===== src/rtl/seven_seg_scan_mux_pkg.sv =====
// Shared definitions for the multiplexed 7-segment scan controller:
// FSM encoding, digit nibble width and the all-anodes-off pattern.
package seven_seg_pkg;

  typedef enum logic [1:0] {
    ST_IDLE  = 2'd0,
    ST_BLANK = 2'd1,
    ST_SHOW  = 2'd2
  } scan_state_t;

  localparam int NIBBLE_W   = 4;
  localparam int MAX_DIGITS = 32;

  // Anodes are active-low, so all ones means every digit is dark.
  localparam logic [MAX_DIGITS-1:0] AN_ALL_OFF = '1;

endpackage


===== src/rtl/seven_seg_scan_mux_if.sv =====
// Host-side load/enable bus and display-side outputs of the scan controller.
// master drives the controls (host or bench), slave is the controller.
interface seven_seg_scan_mux_if
  import seven_seg_pkg::*;
#(
  parameter int NUM_DIGITS = 4
) ();

  localparam int IDX_W = $clog2(NUM_DIGITS);

  logic                           enable;
  logic                           load;
  logic [NIBBLE_W*NUM_DIGITS-1:0] digits_in;
  logic [NUM_DIGITS-1:0]          dp_in;
  logic [NUM_DIGITS-1:0]          blank_mask;

  logic [NIBBLE_W-1:0]            bcd;
  logic                           dp_n;
  logic [NUM_DIGITS-1:0]          an_n;
  logic [IDX_W-1:0]               digit_idx;
  logic                           frame_done;

  modport master (
    output enable, load, digits_in, dp_in, blank_mask,
    input  bcd, dp_n, an_n, digit_idx, frame_done
  );

  modport slave (
    input  enable, load, digits_in, dp_in, blank_mask,
    output bcd, dp_n, an_n, digit_idx, frame_done
  );

endinterface


===== src/rtl/seven_seg_scan_mux_slot_timer.sv =====
// Free-running slot counter 0..CLK_DIV-1 with decoded end-of-blank and
// end-of-slot flags; pre_slot_end flags the cycle before the slot's last cycle.
module seven_seg_slot_timer #(
  parameter int CLK_DIV      = 50000,
  parameter int BLANK_CYCLES = 16
) (
  input  logic clk,
  input  logic rst_n,
  input  logic i_clear,
  output logic o_blank_end,
  output logic o_slot_end,
  output logic o_pre_slot_end
);

  localparam int CNT_W = (CLK_DIV > 2) ? $clog2(CLK_DIV) : 1;

  localparam logic [CNT_W-1:0] BLANK_LAST = CNT_W'(BLANK_CYCLES - 1);
  localparam logic [CNT_W-1:0] SLOT_LAST  = CNT_W'(CLK_DIV - 1);
  localparam logic [CNT_W-1:0] SLOT_PRE   = CNT_W'(CLK_DIV - 2);

  logic [CNT_W-1:0] r_count;

  always_ff @(posedge clk or negedge rst_n) begin
    if (!rst_n) begin
      r_count <= '0;
    end else if (i_clear || (r_count == SLOT_LAST)) begin
      r_count <= '0;
    end else begin
      r_count <= r_count + CNT_W'(1);
    end
  end

  assign o_blank_end    = (r_count == BLANK_LAST);
  assign o_slot_end     = (r_count == SLOT_LAST);
  assign o_pre_slot_end = (r_count == SLOT_PRE);

endmodule


===== src/rtl/seven_seg_scan_mux.sv =====
// N-digit common-anode scan controller: double-buffered digit store, IDLE/BLANK/SHOW
// scan FSM and registered decoder/anode outputs with an anti-ghosting blank per slot.
module seven_seg_scan_mux
  import seven_seg_pkg::*;
#(
  parameter int NUM_DIGITS   = 4,
  parameter int CLK_DIV      = 50000,
  parameter int BLANK_CYCLES = 16
) (
  input logic                 clk,
  input logic                 rst_n,
  seven_seg_scan_mux_if.slave bus
);

  localparam int DIG_W = NIBBLE_W * NUM_DIGITS;
  localparam int IDX_W = (NUM_DIGITS > 1) ? $clog2(NUM_DIGITS) : 1;

  localparam logic [IDX_W-1:0]      LAST_IDX = IDX_W'(NUM_DIGITS - 1);
  localparam logic [NUM_DIGITS-1:0] AN_OFF   = AN_ALL_OFF[NUM_DIGITS-1:0];

  if (NUM_DIGITS < 2 || NUM_DIGITS > MAX_DIGITS) begin : g_bad_num_digits
    $fatal(1, "seven_seg_scan_mux: NUM_DIGITS must be in 2..MAX_DIGITS");
  end
  if (BLANK_CYCLES < 1) begin : g_bad_blank
    $fatal(1, "seven_seg_scan_mux: BLANK_CYCLES must be >= 1");
  end
  if (CLK_DIV <= BLANK_CYCLES) begin : g_bad_div
    $fatal(1, "seven_seg_scan_mux: CLK_DIV must exceed BLANK_CYCLES");
  end

  function automatic logic [NIBBLE_W-1:0] sel_nibble(input logic [DIG_W-1:0] d,
                                                     input logic [IDX_W-1:0] k);
    return d[int'(k)*NIBBLE_W +: NIBBLE_W];
  endfunction

  scan_state_t             r_state;
  logic [IDX_W-1:0]        r_digit_idx;
  logic [NUM_DIGITS-1:0]   r_an_n;
  logic [NIBBLE_W-1:0]     r_bcd;
  logic                    r_dp_n;
  logic                    r_frame_done;

  logic [DIG_W-1:0]        r_act_dig,  r_sh_dig;
  logic [NUM_DIGITS-1:0]   r_act_dp,   r_sh_dp;
  logic [NUM_DIGITS-1:0]   r_act_mask, r_sh_mask;
  logic                    r_pending;

  scan_state_t             w_state_nxt;
  logic [IDX_W-1:0]        w_idx_nxt;
  logic [NUM_DIGITS-1:0]   w_an_nxt;
  logic [NIBBLE_W-1:0]     w_bcd_nxt;
  logic                    w_dp_n_nxt;
  logic                    w_fd_nxt;

  logic [DIG_W-1:0]        w_act_dig,  w_sh_dig;
  logic [NUM_DIGITS-1:0]   w_act_dp,   w_sh_dp;
  logic [NUM_DIGITS-1:0]   w_act_mask, w_sh_mask;
  logic                    w_pending;

  logic                    w_clear;
  logic                    w_blank_end;
  logic                    w_slot_end;
  logic                    w_pre_slot_end;

  assign w_clear = (r_state == ST_IDLE) || !bus.enable;

  seven_seg_slot_timer #(
    .CLK_DIV      (CLK_DIV),
    .BLANK_CYCLES (BLANK_CYCLES)
  ) u_slot_timer (
    .clk            (clk),
    .rst_n          (rst_n),
    .i_clear        (w_clear),
    .o_blank_end    (w_blank_end),
    .o_slot_end     (w_slot_end),
    .o_pre_slot_end (w_pre_slot_end)
  );

  // FSM state register
  always_ff @(posedge clk or negedge rst_n) begin
    if (!rst_n) begin
      r_state     <= ST_IDLE;
      r_digit_idx <= '0;
    end else begin
      r_state     <= w_state_nxt;
      r_digit_idx <= w_idx_nxt;
    end
  end

  // FSM next-state logic
  always_comb begin
    w_state_nxt = r_state;
    w_idx_nxt   = r_digit_idx;
    if (!bus.enable) begin
      w_state_nxt = ST_IDLE;
      w_idx_nxt   = '0;
    end else begin
      case (r_state)
        ST_IDLE: begin
          w_state_nxt = ST_BLANK;
          w_idx_nxt   = '0;
        end
        ST_BLANK: begin
          if (w_blank_end) w_state_nxt = ST_SHOW;
        end
        ST_SHOW: begin
          if (w_slot_end) begin
            w_state_nxt = ST_BLANK;
            w_idx_nxt   = (r_digit_idx == LAST_IDX) ? '0 : r_digit_idx + IDX_W'(1);
          end
        end
        default: begin
          w_state_nxt = ST_IDLE;
          w_idx_nxt   = '0;
        end
      endcase
    end
  end

  // Buffer update: the registered frame_done marks the frame-end edge, so a swap
  // there lands exactly when digit 0 of the next frame is being loaded into bcd.
  always_comb begin
    w_act_dig  = r_act_dig;
    w_act_dp   = r_act_dp;
    w_act_mask = r_act_mask;
    w_sh_dig   = r_sh_dig;
    w_sh_dp    = r_sh_dp;
    w_sh_mask  = r_sh_mask;
    w_pending  = r_pending;
    if (bus.load) begin
      if (r_state == ST_IDLE || r_frame_done) begin
        w_act_dig  = bus.digits_in;
        w_act_dp   = bus.dp_in;
        w_act_mask = bus.blank_mask;
        w_pending  = 1'b0;
      end else begin
        w_sh_dig   = bus.digits_in;
        w_sh_dp    = bus.dp_in;
        w_sh_mask  = bus.blank_mask;
        w_pending  = 1'b1;
      end
    end else if (r_frame_done && r_pending) begin
      w_act_dig  = r_sh_dig;
      w_act_dp   = r_sh_dp;
      w_act_mask = r_sh_mask;
      w_pending  = 1'b0;
    end
  end

  always_ff @(posedge clk or negedge rst_n) begin
    if (!rst_n) begin
      r_act_dig  <= '0;
      r_act_dp   <= '0;
      r_act_mask <= '0;
      r_sh_dig   <= '0;
      r_sh_dp    <= '0;
      r_sh_mask  <= '0;
      r_pending  <= 1'b0;
    end else begin
      r_act_dig  <= w_act_dig;
      r_act_dp   <= w_act_dp;
      r_act_mask <= w_act_mask;
      r_sh_dig   <= w_sh_dig;
      r_sh_dp    <= w_sh_dp;
      r_sh_mask  <= w_sh_mask;
      r_pending  <= w_pending;
    end
  end

  // FSM output logic, computed from the next state so the outputs can be registered
  always_comb begin
    w_an_nxt   = AN_OFF;
    w_bcd_nxt  = '0;
    w_dp_n_nxt = 1'b1;
    if (w_state_nxt != ST_IDLE) begin
      w_bcd_nxt  = sel_nibble(w_act_dig, w_idx_nxt);
      w_dp_n_nxt = ~w_act_dp[w_idx_nxt];
    end
    if (w_state_nxt == ST_SHOW && !w_act_mask[w_idx_nxt]) begin
      w_an_nxt[w_idx_nxt] = 1'b0;
    end
    w_fd_nxt = bus.enable && (r_state != ST_IDLE) &&
               (r_digit_idx == LAST_IDX) && w_pre_slot_end;
  end

  always_ff @(posedge clk or negedge rst_n) begin
    if (!rst_n) begin
      r_an_n       <= AN_OFF;
      r_bcd        <= '0;
      r_dp_n       <= 1'b1;
      r_frame_done <= 1'b0;
    end else begin
      r_an_n       <= w_an_nxt;
      r_bcd        <= w_bcd_nxt;
      r_dp_n       <= w_dp_n_nxt;
      r_frame_done <= w_fd_nxt;
    end
  end

  assign bus.an_n       = r_an_n;
  assign bus.bcd        = r_bcd;
  assign bus.dp_n       = r_dp_n;
  assign bus.digit_idx  = r_digit_idx;
  assign bus.frame_done = r_frame_done;

endmodule


===== src/flat_wrapper.sv =====
// flat-port wrapper written by rule: the top's interface ports become plain ports
module seven_seg_scan_mux_flat import seven_seg_pkg::*;
#(
  parameter int NUM_DIGITS   = 4,
  parameter int CLK_DIV      = 50000,
  parameter int BLANK_CYCLES = 16
)
  (clk, rst_n, bus_enable, bus_load, bus_digits_in, bus_dp_in, bus_blank_mask, bus_bcd, bus_dp_n, bus_an_n, bus_digit_idx, bus_frame_done);
  seven_seg_scan_mux_if #(.NUM_DIGITS(NUM_DIGITS)) bus_i ();
  input logic clk;
  input logic rst_n;
  input wire logic [$bits(bus_i.enable)-1:0] bus_enable;
  input wire logic [$bits(bus_i.load)-1:0] bus_load;
  input wire logic [$bits(bus_i.digits_in)-1:0] bus_digits_in;
  input wire logic [$bits(bus_i.dp_in)-1:0] bus_dp_in;
  input wire logic [$bits(bus_i.blank_mask)-1:0] bus_blank_mask;
  output wire logic [$bits(bus_i.bcd)-1:0] bus_bcd;
  output wire logic [$bits(bus_i.dp_n)-1:0] bus_dp_n;
  output wire logic [$bits(bus_i.an_n)-1:0] bus_an_n;
  output wire logic [$bits(bus_i.digit_idx)-1:0] bus_digit_idx;
  output wire logic [$bits(bus_i.frame_done)-1:0] bus_frame_done;
  assign bus_i.enable = bus_enable;
  assign bus_i.load = bus_load;
  assign bus_i.digits_in = bus_digits_in;
  assign bus_i.dp_in = bus_dp_in;
  assign bus_i.blank_mask = bus_blank_mask;
  assign bus_bcd = bus_i.bcd;
  assign bus_dp_n = bus_i.dp_n;
  assign bus_an_n = bus_i.an_n;
  assign bus_digit_idx = bus_i.digit_idx;
  assign bus_frame_done = bus_i.frame_done;
  seven_seg_scan_mux #(.NUM_DIGITS(NUM_DIGITS), .CLK_DIV(CLK_DIV), .BLANK_CYCLES(BLANK_CYCLES)) u_core (.clk(clk), .rst_n(rst_n), .bus(bus_i));
endmodule

===== config.mk =====
export PLATFORM = sky130hd
export DESIGN_NAME = seven_seg_scan_mux_flat
export DESIGN_NICKNAME = d
export VERILOG_FILES = /design/src/rtl/seven_seg_scan_mux_pkg.sv /design/src/rtl/seven_seg_scan_mux_if.sv /design/src/rtl/seven_seg_scan_mux_slot_timer.sv /design/src/rtl/seven_seg_scan_mux.sv /design/src/flat_wrapper.sv
export SDC_FILE = /design/constraint.sdc
export NUM_CORES = 1
export LEC_CHECK = 0
export ABC_CLOCK_PERIOD_IN_PS = 3200
export CORE_MARGIN = 1.5
export CORE_UTILIZATION = 45
export DETAILED_ROUTE_END_ITERATION = 10
export PLACE_DENSITY = 0.65
export SETUP_SLACK_MARGIN = 0.1
export SYNTH_ARGS = -nofsm -noshare
export SYNTH_HDL_FRONTEND = slang
export SYNTH_SLANG_ARGS = --single-unit
export TNS_END_PERCENT = 30

===== constraint.sdc =====
create_clock -name clk -period 3.2 [get_ports clk]
set_input_delay 0.32 -clock clk [delete_from_list [all_inputs] [get_ports clk]]
set_output_delay 0.32 -clock clk [all_outputs]
set_load 0.01 [all_outputs]

# Yosys cells after proc, flatten, opt, wreduce, memory -nomap -nowiden
# Index checks and enable logic that the tools add are counted.
[word_totals]
wordCells = 75
ff_bits = 79
out_inout_bits = 12
inputBits = 28
[op_classes]
reduce_logical = 16
addsub = 2
n_lt_le_gt_ge = 2
bitwise_logic = 3
n_eq_ne = 7
muxes = 30
shift = 1
[ops]
columns = ["operator", "count"]
rows = [
  ["$mux 16", 4],
  ["$eq 16x16->1 const B", 2],
  ["$mux 4", 8],
  ["$add 16x1->16 const B", 1],
  ["$eq 16x4->1 const B", 1],
  ["$shiftx 16x5->4", 1],
  ["$mux 2", 6],
  ["$mux 1", 7],
  ["$eq 2x2->1 const B", 3],
  ["$logic_and 1x1->1", 6],
  ["$pmux 2 s3", 1],
  ["$reduce_bool 2->1", 3],
  ["$bmux 1 s2", 2],
  ["$not 4->4", 1],
  ["$pmux 2 s2", 1],
  ["$logic_or 1x1->1", 3],
  ["$lt 2x3->1 const B", 1],
  ["$add 2x1->2 const B", 1],
  ["$demux 1 s2", 1],
  ["$eq 2x1->1 const B", 1],
  ["$ge 2x1->1 const B", 1],
  ["$logic_not 1->1", 2],
  ["$logic_not 2->1", 1],
  ["$not 1->1", 2],
  ["$reduce_and 2->1", 1],
]

# Depth between registers and ports, before layout
[logic_depth]
word_depth = 11
ltp_mapped = 10
depth_no_buf = 9

# Hierarchy
# Synthesis repeated with hierarchy kept, for this count alone.
[hier_totals]
hier_cells = 349
area_unflattened_um2 = 4101.4
[by_module_without_submodules]
columns = ["module", "n_inst", "cells_per_inst", "area_each_um2", "seq_area_each_um2"]
rows = [
  ["seven_seg_scan_mux", 1, 257, 3204.3, 1582.8],
  ["seven_seg_slot_timer", 1, 92, 897.1, 400.4],
]

# Worst setup path after synthesis
# OpenSTA, ideal clock, no wires.
[synth_path]
path_type = "flip-flop to flip-flop"
from = "register u_core.u_slot_timer.r_count[0]"
to = "register u_core.r_bcd[1] (netlist: u_core.bus.bcd[1])"
required_ns = 3.061
setup_time_ns = 0.139
synth_period_minus_slack_ns = 2.241
stages_incl_launch_ff = 8
n_path_buf = 0
setup_slack_ns = 0.959
arrival_ns = 2.102
cell_sequence = "dfrtp_1 ha_1 and4_2 nand4_4 mux2i_1 mux2_2 a222oi_1 nor2_1"
[synth_between]
elab_chain_len = 6
word_cells_on_any_way = 12
classes_between = "eq/ne (2); shift (1); mux (8); reduce/logical (1)"
[synth_lines]
columns = ["element", "line", "text"]
rows = [
  ["start, declared", "seven_seg_scan_mux_slot_timer.sv:21", "logic [CNT_W-1:0] r_count;"],
  ["start signal, assigned", "seven_seg_scan_mux_slot_timer.sv:29", "r_count <= r_count + CNT_W'(1);"],
  ["$eq 16x16->1 or $eq 16x4->1 (tied branches)", "seven_seg_scan_mux_slot_timer.sv:34, seven_seg_scan_mux_slot_timer.sv:33", ""],
  ["$mux 2, on equally long branches", "seven_seg_scan_mux.sv:107, seven_seg_scan_mux.sv:104", ""],
  ["$pmux 2 s2 or $pmux 2 s3 (tied branches)", "seven_seg_scan_mux.sv:98", "case (r_state)"],
  ["$mux 2", "seven_seg_scan_mux.sv:94", "if (!bus.enable) begin"],
  ["$shiftx 16x5->4 or $reduce_bool 2->1 (tied branches)", "seven_seg_scan_mux.sv:33, seven_seg_scan_mux.sv:175", ""],
  ["$mux 4 (*)", "seven_seg_scan_mux.sv:175", "if (w_state_nxt != ST_IDLE) begin"],
  ["net u_core.w_bcd_nxt[1]", "seven_seg_scan_mux.sv:51", "logic [NIBBLE_W-1:0] w_bcd_nxt;"],
  ["end signal, assigned", "seven_seg_scan_mux.sv:194", "r_bcd <= w_bcd_nxt;"],
  ["end, declared", "seven_seg_scan_mux.sv:39", "logic [NIBBLE_W-1:0] r_bcd;"],
]
# Mark *: on every way through the listed nets, which the timed path passes. The rest lies on a longest branch.
# A chain may end at the register's enable or synchronous reset.

# Worst setup path after layout
[layout_path]
from = "register u_core.r_state[1]"
to = "register u_core.r_bcd[1] (netlist: u_core.bus.bcd[1])"
[layout_between]
elab_chain_len = 6
word_cells_on_any_way = 15
classes_between = "eq/ne (2); shift (1); mux (9); reduce/logical (3)"
[layout_lines]
columns = ["element", "line", "text"]
rows = [
  ["start, declared", "seven_seg_scan_mux.sv:36", "scan_state_t r_state;"],
  ["start signal, assigned", "seven_seg_scan_mux.sv:85", "r_state <= w_state_nxt;"],
  ["branches (longest 5 deep; another with $shiftx 16x5->4)", "-", ""],
  ["$mux 4 (*)", "seven_seg_scan_mux.sv:175", ""],
  ["net u_core.w_bcd_nxt[1]", "seven_seg_scan_mux.sv:51", ""],
]
# Mark *: on every way through the listed nets, which the timed path passes.

==> reports/results.ini <==
[power]
power.leakage_nw=1.989
powerDensity_mw_per_mm2=479.1
ir_worst_vdd_v=0.0002723

[synth]
ys_warn_count=0
ys_ff_latch=79
syn_avg_cell_area_um2=10.30
synth-edff-count=0
syn-instance-count=386
yosysTopAreaCellShare_pct=46.56
synthTopCellsByArea=dfrtp_1, mux2_2, nand2_1
synth_seq_area_share_pct=49.86
synth_top_cell_by_area=dfrtp_1
yosysUniqueCellTypes=51
synth_flop_cell=dfrtp_1
synth_top_cells_by_count=dfrtp_1, nand2_1, and3_1, mux2_2
async_flop_share_pct=100.0
synth_nets=421
syn-cell-area_mm2=0.003978
yosysMostFrequentCell=dfrtp_1

[worst_setup_path]
r2r_setup_slack_ns=0.70
cp-end-kind=flop
slowest_stage=mux2i_1
arrival_ns=2.73
cp_max_fo=7
required_ns=3.43
critPathKind=flop to flop
worstPathCellList=inv_1, ha_1, o21ai_0, mux2i_1, mux2_2, a222oi_1, nor2_1
crit_path_start_kind=flop
reg2reg_from=u_core.r_state[1]
max_stage_delay_ns=0.52
r2r_cells=7
r2r-end=u_core.bus.bcd[1]

[clock_network]
cts_made_buffers=9
post_cts_buffers=0
cts_sinks=79
ctsRootBufferMaster=clkbuf_8
clkTransAtPathRegs_ns=0.09
cts_tree=done
post_cts_resized=0
clockBufferDepth=2
htreeDepth=3
insertion_delay_ns=0.35
postCtsHoldBufs=0

[run]
cap_violations=0

[routing]
wl_per_cell_um=16.91
via_per_inst=5.908
via_count=3161
ant_nets=0
drt_iter0_markers=172
drcViolationCount=0
dr.pass1.iters=6
routed_wl_um=9046

[finish]
area_growth_pct=17.68
final_area_mm2=0.004681
drive_above_1_share_pct=16.63
num_antenna_cells=0
final_nets=457
fillers=767

[timing]
max_freq_mhz=399.6
setup_slack_ns=0.6975
hold_viol=0
tightest_slew_ns=1.001
drv_slew=0
setup-tns-final_ns=0
maxSlewHeadroom_pct=33.26
clock_skew_ns=0.01170
fin_crit_sh_pct=78.20
rsz0062_at_grt=false
setup_viol=0
min_period_ns=2.503

[placement]
placed_area_mm2=0.004478
port_buffers=39
dp_hpwl_um=6113
gp_congestion=0.8556
pre_cts_ws_ns=0.7129

[global_routing]
grt_pass1_vias=3036
grt_usage_pct=20.25
grt-ovfl-total=0
antenna_found_initial=0
grt_pass1_wl_um=15430
grt_max_degree=80

[floorplan]
die_h_um=97.02
rows=34
core_region_area_mm2=0.008636
die_w_um=97.02
ios=40
start_util_pct=46.06
dieArea_mm2=0.009412

[outcome]
run_status=complete, no violations

[min_path]
min_path_type=primary input to async pin

## flip-flops by register name, indices dropped and copies added (netlist names), 4 cells and up
| register | cells |
|---|---|
| u_core.r_act_dig | 16 |
| u_core.r_sh_dp | 4 |
| u_core.r_sh_dig | 16 |
| u_core.u_slot_timer.r_count | 16 |
| u_core.bus.an_n | 4 |
| u_core.bus.bcd | 4 |
| u_core.r_act_mask | 4 |
| u_core.r_act_dp | 4 |
| u_core.r_sh_mask | 4 |
## worst max-delay path, delay by kind of cell (launching register included)
family | cells | cell delay, ns
AOI/OAI and AO/OA | 2 | 0.57
adders and majority gates | 1 | 0.30
buffers and inverters | 1 | 0.11
DFF | 1 | 0.42
muxes | 2 | 0.92
and+or+nand+nor | 1 | 0.07
## cells by family (layout without fill, tap and decap cells)
logic type	count (synthesis)	after routing	share of synthesized area (%)
AO/OA/AOI/OAI	75	75	13.56
XOR/XNOR	11	11	2.422
adder cells (fa/ha/maj)	7	7	2.202
buffers and inverters	29	70	3.051
flip-flops	79	79	49.86
multiplexers	31	31	8.651
AND/OR/NAND/NOR	154	154	20.26
## how the worst max path moves through the flow
| stage | start | depth (start not counted) | to | slack, ns |
|---|---|---|---|---|
| 3_3_place_gp | u_core.u_slot_timer.r_count[11] | 6 | u_core.bus.bcd[1] | 0.80 |
| 4_1_cts | u_core.u_slot_timer.r_count[0] | 7 | u_core.bus.bcd[1] | 0.69 |
| 5_1_grt | u_core.u_slot_timer.r_count[0] | 7 | u_core.bus.bcd[1] | 0.47 |
| 3_5_place_dp | u_core.u_slot_timer.r_count[11] | 6 | u_core.bus.bcd[1] | 0.71 |
| 2_1_floorplan | u_core.u_slot_timer.r_count[0] | 7 | u_core.bus.bcd[1] | 0.96 |
| 6_report | u_core.r_state[1] | 7 | u_core.bus.bcd[1] | 0.70 |
## per-layer routing
metal	vias up	global-route usage, %	wire length [um]
met1	1581	30.42	4509
li1	1478	-	-
met3	11	2.746	361
met5	-	0	0
met2	91	29.64	4021
met4	0	7.915	153
## power breakdown
group	internal, mW	switching (mW)
Combinational	0.153	0.159
Clock	0.368	0.398
Sequential	1.11	0.0552
Total	1.63	0.612
## cell usage in the layout, fill, tap and decap left out, types with 2 or more instances in the layout
cell type,n
a222oi_1,3
nand4_1,4
o31ai_1,2
inv_1,7
xor2_1,7
nand2_1,58
clkbuf_8,9
a31oi_1,25
dfstp_2,5
xnor2_1,4
nor2_1,25
clkdlybuf4s50_1,38
ha_1,7
mux2_2,27
a211oi_1,25
and3_1,27
or3_1,4
and2_1,2
clkinvlp_4,2
o21ai_0,7
nand3_1,14
dfrtp_1,74
buf_4,8
a21oi_1,3
and3_2,2
a22oi_1,3
and4_2,3
mux2i_1,4
## stage by stage
stage	std cells	hold slack (ns)	power, mW	util (%)
floorplan	386	0.02441	1.361	-
global placement	519	0.4829	1.485	51.85
detailed placement	519	0.4890	1.497	51.85
CTS	535	0.1759	2.262	54.20
global route	535	0.1908	2.360	54.20
finish	535	0.1065	2.242	54.20
## layout make-up
cell class	instances	area, um2	area share [%]
Clock buffer	9	123.9	2.646
Inverter	7	26.28	0.5613
Multi-Input combinational cell	278	1873	40.02
Clock inverter	7	78.83	1.684
Sequential cell	79	1983	42.37
Tap cell	108	135.1	2.887
Timing Repair Buffer	47	460.4	9.837
Note: power is estimated with default switching activity, not from simulation.
